$ cat config.mk
export PLATFORM = sky130hd
export DESIGN_NAME = key_entry_ctrl
export DESIGN_NICKNAME = d
export VERILOG_FILES = /design/src/rtl/key_entry_ctrl_pkg.sv /design/src/rtl/key_debounce.sv /design/src/rtl/key_entry_ctrl.sv
export SDC_FILE = /design/constraint.sdc
export NUM_CORES = 1
export LEC_CHECK = 0
export CAP_MARGIN = 5
export CORE_MARGIN = 10
export CORE_UTILIZATION = 34
export DETAILED_ROUTE_END_ITERATION = 16
export SLEW_MARGIN = 0
export SYNTH_ARGS = -nofsm -noshare
export SYNTH_HDL_FRONTEND = slang
export SYNTH_SLANG_ARGS = --single-unit
$ cat constraint.sdc
create_clock -name CLK -period 2.8 [get_ports CLK]
set_input_delay 0.28 -clock CLK [delete_from_list [all_inputs] [get_ports CLK]]
set_output_delay 0.28 -clock CLK [all_outputs]
set_load 0.02 [all_outputs]
$ cat src/rtl/key_entry_ctrl_pkg.sv
// Shared key codes, operator/display encodings and FSM states for the
// keypad entry sequencer and its debouncer.
package key_entry_ctrl_pkg;

  localparam logic [3:0] KEY_ADD = 4'd10;
  localparam logic [3:0] KEY_SUB = 4'd11;
  localparam logic [3:0] KEY_MUL = 4'd12;
  localparam logic [3:0] KEY_DIV = 4'd13;
  localparam logic [3:0] KEY_EQ  = 4'd14;
  localparam logic [3:0] KEY_CLR = 4'd15;

  typedef enum logic [1:0] {
    OP_ADD = 2'd0,
    OP_SUB = 2'd1,
    OP_MUL = 2'd2,
    OP_DIV = 2'd3
  } op_code_e;

  typedef enum logic [1:0] {
    ENTER_A   = 2'd0,
    ENTER_B   = 2'd1,
    WAIT_CALC = 2'd2,
    SHOW_RES  = 2'd3
  } entry_state_e;

  typedef enum logic [1:0] {
    DISP_A   = 2'd0,
    DISP_B   = 2'd1,
    DISP_RES = 2'd2
  } disp_sel_e;

  typedef enum logic {
    DB_ARMED   = 1'b0,
    DB_PRESSED = 1'b1
  } db_state_e;

  function automatic logic is_digit(input logic [3:0] code);
    return (code <= 4'd9);
  endfunction

  function automatic logic is_operator(input logic [3:0] code);
    return (code >= KEY_ADD) && (code <= KEY_DIV);
  endfunction

  function automatic op_code_e key_to_op(input logic [3:0] code);
    op_code_e op;
    case (code)
      KEY_ADD: op = OP_ADD;
      KEY_SUB: op = OP_SUB;
      KEY_MUL: op = OP_MUL;
      KEY_DIV: op = OP_DIV;
      default: op = OP_ADD;
    endcase
    return op;
  endfunction

  // WAIT_CALC keeps showing operand B until the result arrives.
  function automatic disp_sel_e disp_for_state(input entry_state_e st);
    disp_sel_e ds;
    case (st)
      ENTER_A:   ds = DISP_A;
      ENTER_B:   ds = DISP_B;
      WAIT_CALC: ds = DISP_B;
      SHOW_RES:  ds = DISP_RES;
      default:   ds = DISP_A;
    endcase
    return ds;
  endfunction

endpackage

$ cat src/rtl/key_debounce.sv
// Turns the scanner's raw KeyRead/BCDKey pair into one-cycle key events:
// a press must be stable for DB_CYCLES cycles, and so must the release.
module key_debounce
  import key_entry_ctrl_pkg::*;
#(
  parameter int DB_CYCLES = 16
) (
  input  logic       CLK,
  input  logic       RESET_N,
  input  logic       KeyRead,
  input  logic [3:0] BCDKey,
  output logic       key_evt,
  output logic [3:0] key_code
);

  localparam int CW = $clog2(DB_CYCLES + 1);
  localparam logic [CW-1:0] CNT_MAX = CW'(DB_CYCLES);

  db_state_e     state_r, state_s;
  logic [CW-1:0] cnt_r, cnt_s;
  logic [3:0]    prev_code_r;
  logic          evt_s;
  logic          key_evt_r;
  logic [3:0]    key_code_r;

  // Next-state logic; prev_code_r holds the code that was stable when the count filled.
  always_comb begin
    state_s = state_r;
    cnt_s   = cnt_r;
    evt_s   = 1'b0;
    case (state_r)
      DB_ARMED: begin
        if (cnt_r == CNT_MAX) begin
          evt_s   = 1'b1;
          state_s = DB_PRESSED;
          cnt_s   = '0;
        end else if (KeyRead && (BCDKey == prev_code_r)) begin
          cnt_s = cnt_r + CW'(1);
        end else begin
          cnt_s = '0;
        end
      end
      DB_PRESSED: begin
        if (cnt_r == CNT_MAX) begin
          state_s = DB_ARMED;
          cnt_s   = '0;
        end else if (!KeyRead) begin
          cnt_s = cnt_r + CW'(1);
        end else begin
          cnt_s = '0;
        end
      end
      default: begin
        state_s = DB_ARMED;
        cnt_s   = '0;
      end
    endcase
  end

  // State, counter and event registers.
  always_ff @(posedge CLK or negedge RESET_N) begin
    if (!RESET_N) begin
      state_r     <= DB_ARMED;
      cnt_r       <= '0;
      prev_code_r <= 4'd0;
      key_evt_r   <= 1'b0;
      key_code_r  <= 4'd0;
    end else begin
      state_r     <= state_s;
      cnt_r       <= cnt_s;
      prev_code_r <= BCDKey;
      key_evt_r   <= evt_s;
      if (evt_s) begin
        key_code_r <= prev_code_r;
      end
    end
  end

  assign key_evt  = key_evt_r;
  assign key_code = key_code_r;

endmodule

$ cat src/rtl/key_entry_ctrl.sv
// Calculator key-entry sequencer: builds BCD operands and an operator from
// debounced key events, launches the arithmetic unit and selects the display.
module key_entry_ctrl
  import key_entry_ctrl_pkg::*;
#(
  parameter int NDIGITS   = 4,
  parameter int DB_CYCLES = 16
) (
  input  logic                 CLK,
  input  logic                 RESET_N,
  input  logic                 KeyRead,
  input  logic [3:0]           BCDKey,
  output logic                 EnableKeyb,
  output logic                 calc_start,
  input  logic                 calc_done,
  input  logic [4*NDIGITS-1:0] calc_result,
  output logic [4*NDIGITS-1:0] operand_a,
  output logic [4*NDIGITS-1:0] operand_b,
  output logic [1:0]           op_code,
  output logic [1:0]           disp_sel
);

  localparam int W    = 4 * NDIGITS;
  localparam int CNTW = $clog2(NDIGITS + 1);
  localparam logic [CNTW-1:0] NDIG = CNTW'(NDIGITS);

  logic            key_evt_s;
  logic [3:0]      key_code_s;
  entry_state_e    state_r, state_s;
  logic [W-1:0]    a_r, a_s, b_r, b_s, res_r, res_s;
  logic [CNTW-1:0] cnt_a_r, cnt_a_s, cnt_b_r, cnt_b_s;
  op_code_e        op_r, op_s;
  logic            start_s;
  logic            start_r;
  logic            enable_r;
  disp_sel_e       disp_r;

  key_debounce #(.DB_CYCLES(DB_CYCLES)) u_debounce (
    .CLK      (CLK),
    .RESET_N  (RESET_N),
    .KeyRead  (KeyRead),
    .BCDKey   (BCDKey),
    .key_evt  (key_evt_s),
    .key_code (key_code_s)
  );

  // Entry FSM next-state and datapath; acts only on key_evt (or calc_done in WAIT_CALC).
  always_comb begin
    state_s = state_r;
    a_s     = a_r;
    b_s     = b_r;
    res_s   = res_r;
    cnt_a_s = cnt_a_r;
    cnt_b_s = cnt_b_r;
    op_s    = op_r;
    start_s = 1'b0;
    case (state_r)
      ENTER_A: begin
        if (!key_evt_s) begin
          state_s = state_r;
        end else if (is_digit(key_code_s)) begin
          if (cnt_a_r < NDIG) begin
            a_s     = {a_r[W-5:0], key_code_s};
            cnt_a_s = cnt_a_r + CNTW'(1);
          end else begin
            a_s = a_r;
          end
        end else if (is_operator(key_code_s)) begin
          op_s    = key_to_op(key_code_s);
          b_s     = '0;
          cnt_b_s = '0;
          state_s = ENTER_B;
        end else if (key_code_s == KEY_CLR) begin
          a_s     = '0;
          cnt_a_s = '0;
        end else begin
          state_s = state_r;
        end
      end
      ENTER_B: begin
        if (!key_evt_s) begin
          state_s = state_r;
        end else if (is_digit(key_code_s)) begin
          if (cnt_b_r < NDIG) begin
            b_s     = {b_r[W-5:0], key_code_s};
            cnt_b_s = cnt_b_r + CNTW'(1);
          end else begin
            b_s = b_r;
          end
        end else if (is_operator(key_code_s)) begin
          // Operator may only be changed before any B digit is typed.
          if (cnt_b_r == '0) begin
            op_s = key_to_op(key_code_s);
          end else begin
            op_s = op_r;
          end
        end else if (key_code_s == KEY_EQ) begin
          if (cnt_b_r != '0) begin
            start_s = 1'b1;
            state_s = WAIT_CALC;
          end else begin
            state_s = state_r;
          end
        end else begin
          a_s     = '0;
          b_s     = '0;
          cnt_a_s = '0;
          cnt_b_s = '0;
          op_s    = OP_ADD;
          state_s = ENTER_A;
        end
      end
      WAIT_CALC: begin
        if (calc_done) begin
          res_s   = calc_result;
          state_s = SHOW_RES;
        end else begin
          state_s = state_r;
        end
      end
      SHOW_RES: begin
        if (!key_evt_s) begin
          state_s = state_r;
        end else if (is_digit(key_code_s)) begin
          a_s     = W'(key_code_s);
          cnt_a_s = CNTW'(1);
          state_s = ENTER_A;
        end else if (is_operator(key_code_s)) begin
          a_s     = res_r;
          cnt_a_s = NDIG;
          op_s    = key_to_op(key_code_s);
          b_s     = '0;
          cnt_b_s = '0;
          state_s = ENTER_B;
        end else if (key_code_s == KEY_CLR) begin
          a_s     = '0;
          b_s     = '0;
          res_s   = '0;
          cnt_a_s = '0;
          cnt_b_s = '0;
          op_s    = OP_ADD;
          state_s = ENTER_A;
        end else begin
          state_s = state_r;
        end
      end
      default: begin
        state_s = ENTER_A;
      end
    endcase
  end

  // State, datapath and registered outputs.
  always_ff @(posedge CLK or negedge RESET_N) begin
    if (!RESET_N) begin
      state_r  <= ENTER_A;
      a_r      <= '0;
      b_r      <= '0;
      res_r    <= '0;
      cnt_a_r  <= '0;
      cnt_b_r  <= '0;
      op_r     <= OP_ADD;
      start_r  <= 1'b0;
      enable_r <= 1'b0;
      disp_r   <= DISP_A;
    end else begin
      state_r  <= state_s;
      a_r      <= a_s;
      b_r      <= b_s;
      res_r    <= res_s;
      cnt_a_r  <= cnt_a_s;
      cnt_b_r  <= cnt_b_s;
      op_r     <= op_s;
      start_r  <= start_s;
      enable_r <= (state_s != WAIT_CALC);
      disp_r   <= disp_for_state(state_s);
    end
  end

  assign operand_a  = a_r;
  assign operand_b  = b_r;
  assign op_code    = op_r;
  assign calc_start = start_r;
  assign EnableKeyb = enable_r;
  assign disp_sel   = disp_r;

endmodule

[Word-level counts from Yosys, hierarchy flattened]
Cells that the tools add are included.
Storage, ports and cells
  register bits after elaboration: 77
  bits of input ports: 24
  output and inout bits: 38
  logic and storage cells: 168
Operators by class
  add/sub/neg operators: 3
  magnitude comparators: 5
  eq/ne operators: 34
  mux-type cells: 97
  bitwise logic cells: 1
  reductions and logical operators: 13
Operators with widths (count)
  $mux 16: 26
  $pmux 16 s3: 2
  $mux 3: 22
  $mux 2: 25
  $pmux 16 s2: 1
  $ne 3x3->1 const B: 8
  $reduce_and 11->1: 2
  $eq 4x4->1 const B: 5
  $mux 5: 4
  $ne 2x2->1 const B: 10
  $pmux 2 s3: 3
  $pmux 3 s3: 2
  $pmux 5 s2: 1
  $mux 1: 9
  $reduce_and 9->1: 1
  $eq 2x2->1 const B: 4
  $le 4x4->1 const B: 2
  $pmux 2 s4: 1
  $add 3x1->3 const B: 2
  $lt 3x3->1 const B: 2
  $ne 2x1->1 const B: 3
  $reduce_and 6->1: 1
  $reduce_bool 3->1: 2
  $add 5x1->5 const B: 1
  11 further kinds: 14

[Depth between registers and ports, before layout]
Gate-level depths: netlist of the first run.
  depth after elaboration: 10
  gate-level depth with buffers: 8
  depth with buffers taken out: 7

[Modules after synthesis]
From an unflattened synthesis of the first run, not the netlist that was laid out.
Second synthesis, totals
  cells, all modules: 345
  area total of the unflattened synthesis: 3593.4 um^2
By module, submodules not included
  key_entry_ctrl: instances 1, cells each 301, area an instance 2974.1 um^2, seq. area each 1551.5 um^2
  key_debounce: instances 1, cells each 44, area an instance 619.3 um^2, seq. area each 375.4 um^2

[Worst setup path after synthesis of the first run]
Ideal clock, no wire load.
  kind: register to register
  start: reg u_debounce.key_code_r[1], in the netlist u_debounce.key_code[1]
  end: reg a_r[11], in the netlist operand_a[11]
  library setup time: 0.126 ns
  arrival: 1.891 ns
  data required time: 2.674 ns
  slack: 0.783 ns
  cell stages (with the launch flop): 8
  path buffers: 2
  clock period less this slack: 2.017 ns
  path through: dfrtp_1 buf_6 o21a_4 o21a_4 a221oi_4 nand2_4 buf_6 a221o_1
On the way
  word-level cells in the longest chain between the ends: 6
  elaborated cells on any way between the ends: 20
  those cells by class: order compare: 3; eq/ne: 7; mux: 8; reduce/logical: 2
RTL lines
  start: declaration: line key_debounce.sv:24  | logic [3:0] key_code_r;
  start signal: assignment: line key_debounce.sv:74  | key_code_r <= prev_code_r;
  $ge 4x4->1 (tied with other cells): line key_entry_ctrl_pkg.sv:42  | return (code >= KEY_ADD) && (code <= KEY_DIV);
  $logic_and 1x1->1 / $mux 16 (equally long branches)
  $mux 16, on equally long branches
  $mux 16, on equally long branches: line key_entry_ctrl.sv:124, key_entry_ctrl.sv:61
  $mux 16, on equally long branches: line key_entry_ctrl.sv:122, key_entry_ctrl.sv:59
  $pmux 16 s3: line key_entry_ctrl.sv:57  | case (state_r)
  end signal: assignment: line key_entry_ctrl.sv:168  | a_r <= a_s;
  end: declaration: line key_entry_ctrl.sv:30  | logic [W-1:0] a_r, a_s, b_r, b_s, res_r, res_s;
Several ways; a longest one is shown, not always the timed one. The select of a mux whose other input is x is not followed.
A chain may end at the register's enable or synchronous reset.

[Final worst setup path of the first run]
  start: reg u_debounce.key_code_r[2], in the netlist u_debounce.key_code[2]
  end: reg a_r[15], in the netlist operand_a[15]
Same word-level chain as after synthesis.

==> results of run 1 <==
[sequential cells by signal (all words and copies together), names as in the netlist]
| register | count |
|---|---|
| operand_a | 16 |
| u_debounce.prev_code_r | 4 |
| cnt_a_r | 3 |
| u_debounce.key_evt | 1 |
| cnt_b_r | 3 |
| u_debounce.cnt_r | 5 |
| operand_b | 16 |
| calc_start | 1 |
| disp_sel | 2 |
| res_r | 16 |
| u_debounce.key_code | 4 |
| EnableKeyb | 1 |
| state_r | 2 |
| op_code | 2 |
| u_debounce.state_r | 1 |
[final cells by class]
cell class | instances | area (sq um)
timing repair buffer | 66 | 645.6
inverter | 11 | 41.29
multi-input combinational | 245 | 1473
clock inverter | 6 | 63.81
fill | 1010 | 5783
clock buffer | 10 | 127.6
tap | 136 | 170.2
sequential | 77 | 1927
[path summary, 6_finish.rpt]
path / depth (start not counted) / to
worst min register to register: 2 / operand_b[15]
max in group asynchronous: 1 / operand_b[5]
worst max register to register: 5 / operand_a[15]
worst min-delay path: 1 / res_r[10]
worst max-delay path: 5 / operand_a[15]
min in group CLK: 1 / u_debounce.prev_code_r[1]
[power groups by stage]
stage          Sequential, mW  Clock (mW)  Combinational [mW]
2_1_floorplan            1.14           0              0.0105
3_3_place_gp             1.14           0              0.0671
3_5_place_dp             1.14           0              0.0678
4_1_cts                  1.12       0.851              0.0680
5_1_grt                  1.12       0.894              0.0739
6_report                 1.12       0.825              0.0654
[through the flow]
step	area [sq um]	hold slack (ps)	worst slack [ps]
floorplan	3530	-15.59	783.4
detailed placement	4257	471.4	507.4
global placement	4257	461.0	561.0
global route	4448	161.5	354.5
CTS	4448	123.4	507.1
finish	4448	72.11	502.3
[synthesized netlist by cell type, types with 2 or more instances]
library cell	count
a2bb2oi_1	2
a21oi_1	2
mux2i_1	2
o2bb2ai_1	4
inv_1	11
nand2b_1	6
a22o_1	3
a32oi_1	2
xor2_1	8
dfrtp_1	77
buf_6	2
clkbuf_1	14
buf_2	4
nand3_1	8
ha_1	6
mux2_2	6
nand2_1	88
o221ai_1	3
a31oi_1	5
and2_1	15
o21ai_0	38
nor4bb_1	2
o21a_1	2
o21a_4	2
nor2b_1	2
a221o_1	10
nor2_1	11
o22ai_1	4
a21o_1	2
[cell families (layout without fill, tap and decap cells)]
| kind of cell | count (synthesis) | in the layout | synth area share |
|---|---|---|---|
| simple gates | 137 | 137 | 0.1748 |
| buf+inv | 31 | 93 | 0.03864 |
| compound gates | 85 | 85 | 0.1723 |
| mux | 8 | 8 | 0.02481 |
| flops | 77 | 77 | 0.5459 |
| fa+ha+maj | 6 | 6 | 0.02127 |
| xor+xnor | 9 | 9 | 0.02233 |
[cell usage in the layout, fill, tap and decap left out, types with 2 or more instances in the layout]
master           instances
a31oi_1                  5
nor2_1                  11
o221ai_1                 2
and2_1                  15
clkdlybuf4s50_1         60
clkinv_2                 2
xor2_1                   8
o22ai_1                  4
dfrtp_1                 77
nand2b_1                 6
o21a_4                   2
nor2b_1                  2
clkinvlp_4               2
a21oi_1                  2
buf_4                    6
o21ai_0                 38
nand2_1                 88
mux2i_1                  2
a221o_1                 10
nand3_1                  8
a32oi_1                  2
ha_1                     6
clkbuf_8                 9
nor4bb_1                 2
a22o_1                   3
o2bb2ai_1                4
o21a_1                   2
a2bb2oi_1                2
a21o_1                   2
mux2_2                   6
inv_1                   11
[layer usage]
| metal | vias to the layer above | part of all wire |
|---|---|---|
| met5 | - | 0 |
| met4 | 0 | 0.019 |
| met3 | 12 | 0.045 |
| met2 | 52 | 0.46 |
| met1 | 1274 | 0.48 |
| li1 | 1324 | - |
==> key figures, run 1 <==
Critical path
  • CP peak stage delay: 570 ps
  • Slowest cell on the critical path: dfrtp_1
  • Critical-path cell list: o21a_4 > o21a_4 > a221oi_4 > nand2_4 > a221o_1
  • Reg-to-reg slack, setup: 500 ps
  • Crit path launch: u_debounce.key_code[2]
  • CP bufs+invs: 0
  • Crit. End Element: flip-flop
  • Critical path launch point type: flip-flop
  • Reg2reg start: u_debounce.key_code[2]
  • CP arrival: around 2500 ps
  • CP max FO: 17
  • CP top delay family: compound AO/OA/AOI/OAI gates
  • Worst path most repeated cell: o21a_4
  • Critical setup path kind: reg2reg
  • CP required: 3030 ps

CTS
  • Post-CTS sizing: 0
  • Cts bufs inserted: 9
  • Clk buf depth: 2
  • TritonCTS clock tree: built
  • Reg clk slew, reported paths: 80 ps
  • CTS H-tree lvls: 3
  • CTS root buf: clkbuf_8
  • Postcts setup bufs: 0
  • Hold buffer count at CTS: 0
  • Clk_lat worst skew: roughly 350 ps
  • Clk sinks: slightly below 80

Power
  • Power Dens Cells: around 450 nW/um^2
  • Total power: 2.008 mW
  • Max VDD drop: 0.1921 mV
  • Lkg Pwr: 1.939 nW
  • Sequential Power Share: 0.556
  • Sw Share: 0.2239
  • Internal: 1.558 mW
  • Comb pwr share: 0.033
  • Clock Power Share: 0.411
  • Switching power: between 0.4 and 0.5 mW

Synthesis
  • Synth top area cells: dfrtp_1 55%, nand2_1 9.4%, o21ai_0 5.4%
  • Synth top area share: 0.5459
  • Seq cells post-synth: 77
  • Post-Syn Area per Cell: about 10 sq um
  • Synth Flop Type: dfrtp_1
  • Seq/Total Area, Yosys: 0.5459
  • Number of synthesized flops with an enable pin: 0
  • Asr flop ratio synth: 1.000
  • Library cells used by synthesis: 41
  • Post-Synthesis Cells: 353
  • Synthesized area: approximately 3500 sq um
  • Synth area leader: dfrtp_1
  • Net count after synthesis: 383
  • Synthesis warning total: 0

GRT
  • Initial antenna violation count: 0
  • Aggregate global routing overflow: 0
  • Global-route wire length before repair: about 13000 um
  • Largest net degree at the start of global routing: slightly below 80
  • Vias in the first global route: 2609
  • Busiest grt layer: met2
  • Met1 usage: 0.1510
  • Grt met2 use: 0.1649
  • Total GRT Usage: 0.1114
  • GR Util met3: 0.02729

Floorplanning
  • Core area: approximately 10000 sq um
  • Ports: just over 60
  • Die width: roughly 120 um
  • Die H: 121.9 um
  • Die area: between 10000 and 15000 sq um
  • Starting density of the core: 0.3450
  • Rows: 37

Layout
  • Util after Layout: 0.4348
  • Final Non-Filler Cells: roughly 550
  • Ant. Diodes: 0
  • Area Growth Syn to Fin: 26.02%
  • Fraction of layout cells with a size suffix above 1: 0.08193
  • Total Nets Final: 440

STA
  • Relative slew margins: 0.3492
  • Final setup violation count: 0
  • Clock Skews: approximately 13 ps
  • Worst Tran Pin Value: between 900 and 1000 ps
  • Final hold viol count: 0
  • Final Cycle Share: 0.8206
  • Fin Setup TNS: 0 ps
  • Peak Freq: roughly 440 MHz
  • RSZ-0062 raised after global routing: no
  • Period minus WS final: between 2000 and 2500 ps
  • Final slew viol count: 0

Routing
  • Final WL: 8097 um
  • Post-route DRC violation count: 0
  • Post-route ant nets: 0
  • Via count: 2662
  • DR iter-0 viols: approximately 200
  • Number of vias per cell: roughly 4.8
  • Detail-routed net length per standard cell: between 10 and 15 um
  • 1st-pass router iterations: 4

Placement
  • Dpl hpwl: roughly 5600 um
  • IO buf count: 61
  • Placed instance count: between 500 and 600
  • GPL Wtd Cong: 0.7898

Min path
  • Hold Path Class: in2async

Job
  • Reported max-cap violation count: 0

Outcome
  • Status: complete, no violations
(Power assumes the default switching activity.)
==> run 2: changes to the inputs <==
==> constraint.sdc (replaced) <==
create_clock -name CLK -period 2.21 [get_ports CLK]
set_input_delay 0.221 -clock CLK [delete_from_list [all_inputs] [get_ports CLK]]
set_output_delay 0.221 -clock CLK [all_outputs]
set_load 0.02 [all_outputs]
==> key figures, run 2 (synthesis gave the netlist of run 1 again) <==
Outcome
  • Status: complete, no violations

Job
  • Reported max-cap violation count: 0

Layout
  • Number of fill cells: approximately 980
  • Util after Layout: 0.4459
  • Commonest non-fill, non-tap cells in the layout: 88 x nand2_1, 77 x dfrtp_1, 60 x clkdlybuf4s50_1
  • Area Growth Syn to Fin: 29.25%
  • Ant. Diodes: 0
  • Fraction of layout cells with a size suffix above 1: 0.1012
  • Most common cell after layout, fill and taps aside: nand2_1
  • Total Nets Final: 450

Critical path
  • Crit. End Element: flip-flop
  • End point of the critical path: operand_a[6]
  • Critical setup path kind: reg2reg
  • CP arrival: around 2200 ps
  • Crit path launch: u_debounce.key_code[2]
  • Worst r2r path cells: 6
  • Reg2reg start: u_debounce.key_code[2]
  • RR Endpoint: operand_a[6]
  • Reg-to-reg slack, setup: 210 ps
  • CP max FO: 17
  • Critical path launch point type: flip-flop
  • CP required: 2440 ps

Routing
  • DR iter-0 viols: 208
  • 1st-pass router iterations: 4
  • Detail-routed net length per standard cell: around 15 um
  • Number of vias per cell: approximately 4.8
  • Via count: 2719
  • Final WL: 8196 um
  • Post-route DRC violation count: 0
  • Post-route ant nets: 0

CTS
  • Postcts setup bufs: 0
  • Reg clk slew, reported paths: approximately 80 ps
  • Hold buffer count at CTS: 1
  • Post-CTS sizing: 0
  • Cts bufs inserted: 9
  • CTS H-tree lvls: 3
  • Clk sinks: 77
  • Clk_lat worst skew: around 350 ps
  • CTS root buf: clkbuf_8
  • TritonCTS clock tree: built
  • Clk buf depth: 2

GRT
  • Initial antenna violation count: 0
  • Global-route wire length before repair: ~14000 um
  • Total GRT Usage: 0.1152
  • Vias in the first global route: 2720
  • Aggregate global routing overflow: 0
  • Largest net degree at the start of global routing: 40

Power
  • Lkg Pwr: around 2 nW
  • Sequential Power Share: 0.530
  • Switching power: 0.5790 mW
  • Sw Share: 0.2167
  • Power Dens Cells: 585.8 nW/um^2
  • Comb pwr share: 0.033
  • Clock Power Share: 0.437
  • Total power: roughly 2.7 mW
  • Internal: around 2.1 mW
  • Max VDD drop: around 0.26 mV

Floorplanning
  • Die width: around 120 um
  • Starting density of the core: 0.3450
  • Die H: between 100 and 150 um
  • Rows: 37
  • Ports: a little over 60
  • Core area: 10230 sq um
  • Die area: between 10000 and 15000 sq um

STA
  • Relative slew margins: 0.6615
  • Final setup violation count: 0
  • Fin Setup TNS: 0 ps
  • Clock Skews: roughly 12 ps
  • Period minus WS final: between 1500 and 2000 ps
  • Final hold viol count: 0
  • RSZ-0062 raised after global routing: no
  • Worst Tran Pin Value: roughly 510 ps
  • Final slew viol count: 0
  • Peak Freq: around 500 MHz
  • Final Cycle Share: 0.9032

Placement
  • Dpl hpwl: about 5900 um
  • IO buf count: between 60 and 70
  • GPL Wtd Cong: 0.8704

Min path
  • Hold Path Class: in2reg
## run 2: cell types whose count changed in the layout (fill, tap and decap cells not counted), sizes merged
cell	change
bufinv	+1
dlygate4sd3	+1
buf	+9
clkinvlp	+1
clkinv	-2
## run 2: how the worst min path moves through the flow
stage / slack (ps) / to / cells after the start / from
after floorplan: -70 / EnableKeyb / 0 / RESET_N
after global placement: 220 / res_r[8] / 1 / RESET_N
after detailed placement: 230 / res_r[10] / 1 / RESET_N
after CTS: 350 / u_debounce.prev_code_r[2] / 1 / BCDKey[2]
after global routing: 350 / u_debounce.prev_code_r[2] / 1 / BCDKey[2]
final: 360 / u_debounce.prev_code_r[2] / 1 / BCDKey[2]
## run 2: area by class of cell
type | instances | area [sq um] | area share
Clock inverter | 6 | 87.58 | 0.01920
Inverter | 11 | 41.29 | 0.009051
Timing Repair Buffer | 76 | 735.7 | 0.1613
Multi-Input combinational cell | 245 | 1473 | 0.3228
Sequential cell | 77 | 1927 | 0.4224
Tap cell | 136 | 170.2 | 0.03730
Clock buffer | 10 | 127.6 | 0.02798
## run 2: critical path: stages (launching register included)
cell	delay [ps]
dfrtp_1	430
buf_4	210
nand3_1	140
o21a_4	180
a221oi_4	330
nand2_4	190
a221o_1	390
## run 2: metal layers
metal	global-route usage	routed length, um
met3	0.03191	376
met2	0.1719	3771
met1	0.1553	3930
met4	0.04322	117
met5	0	0
## run 2: power groups by stage
stage	sequential, mW	clock, mW	combinational, mW
final	1.42	1.17	0.0891
after detailed placement	1.44	0	0.0912
after global routing	1.42	1.26	0.100
after CTS	1.42	1.20	0.0929
after floorplan	1.44	0	0.0133
after global placement	1.44	0	0.0896
## run 2: through the flow
stage               cell area (sq um)  std cells  hold slack [ps]  setup WS (ps)
finish                           4562        561            363.6          213.9
global route                     4562        561            351.0          68.43
detailed placement               4337        544            226.4          232.4
global placement                 4337        544            221.3          292.0
CTS                              4562        561            348.7          213.1
floorplan                        3530        353           -74.59          193.4
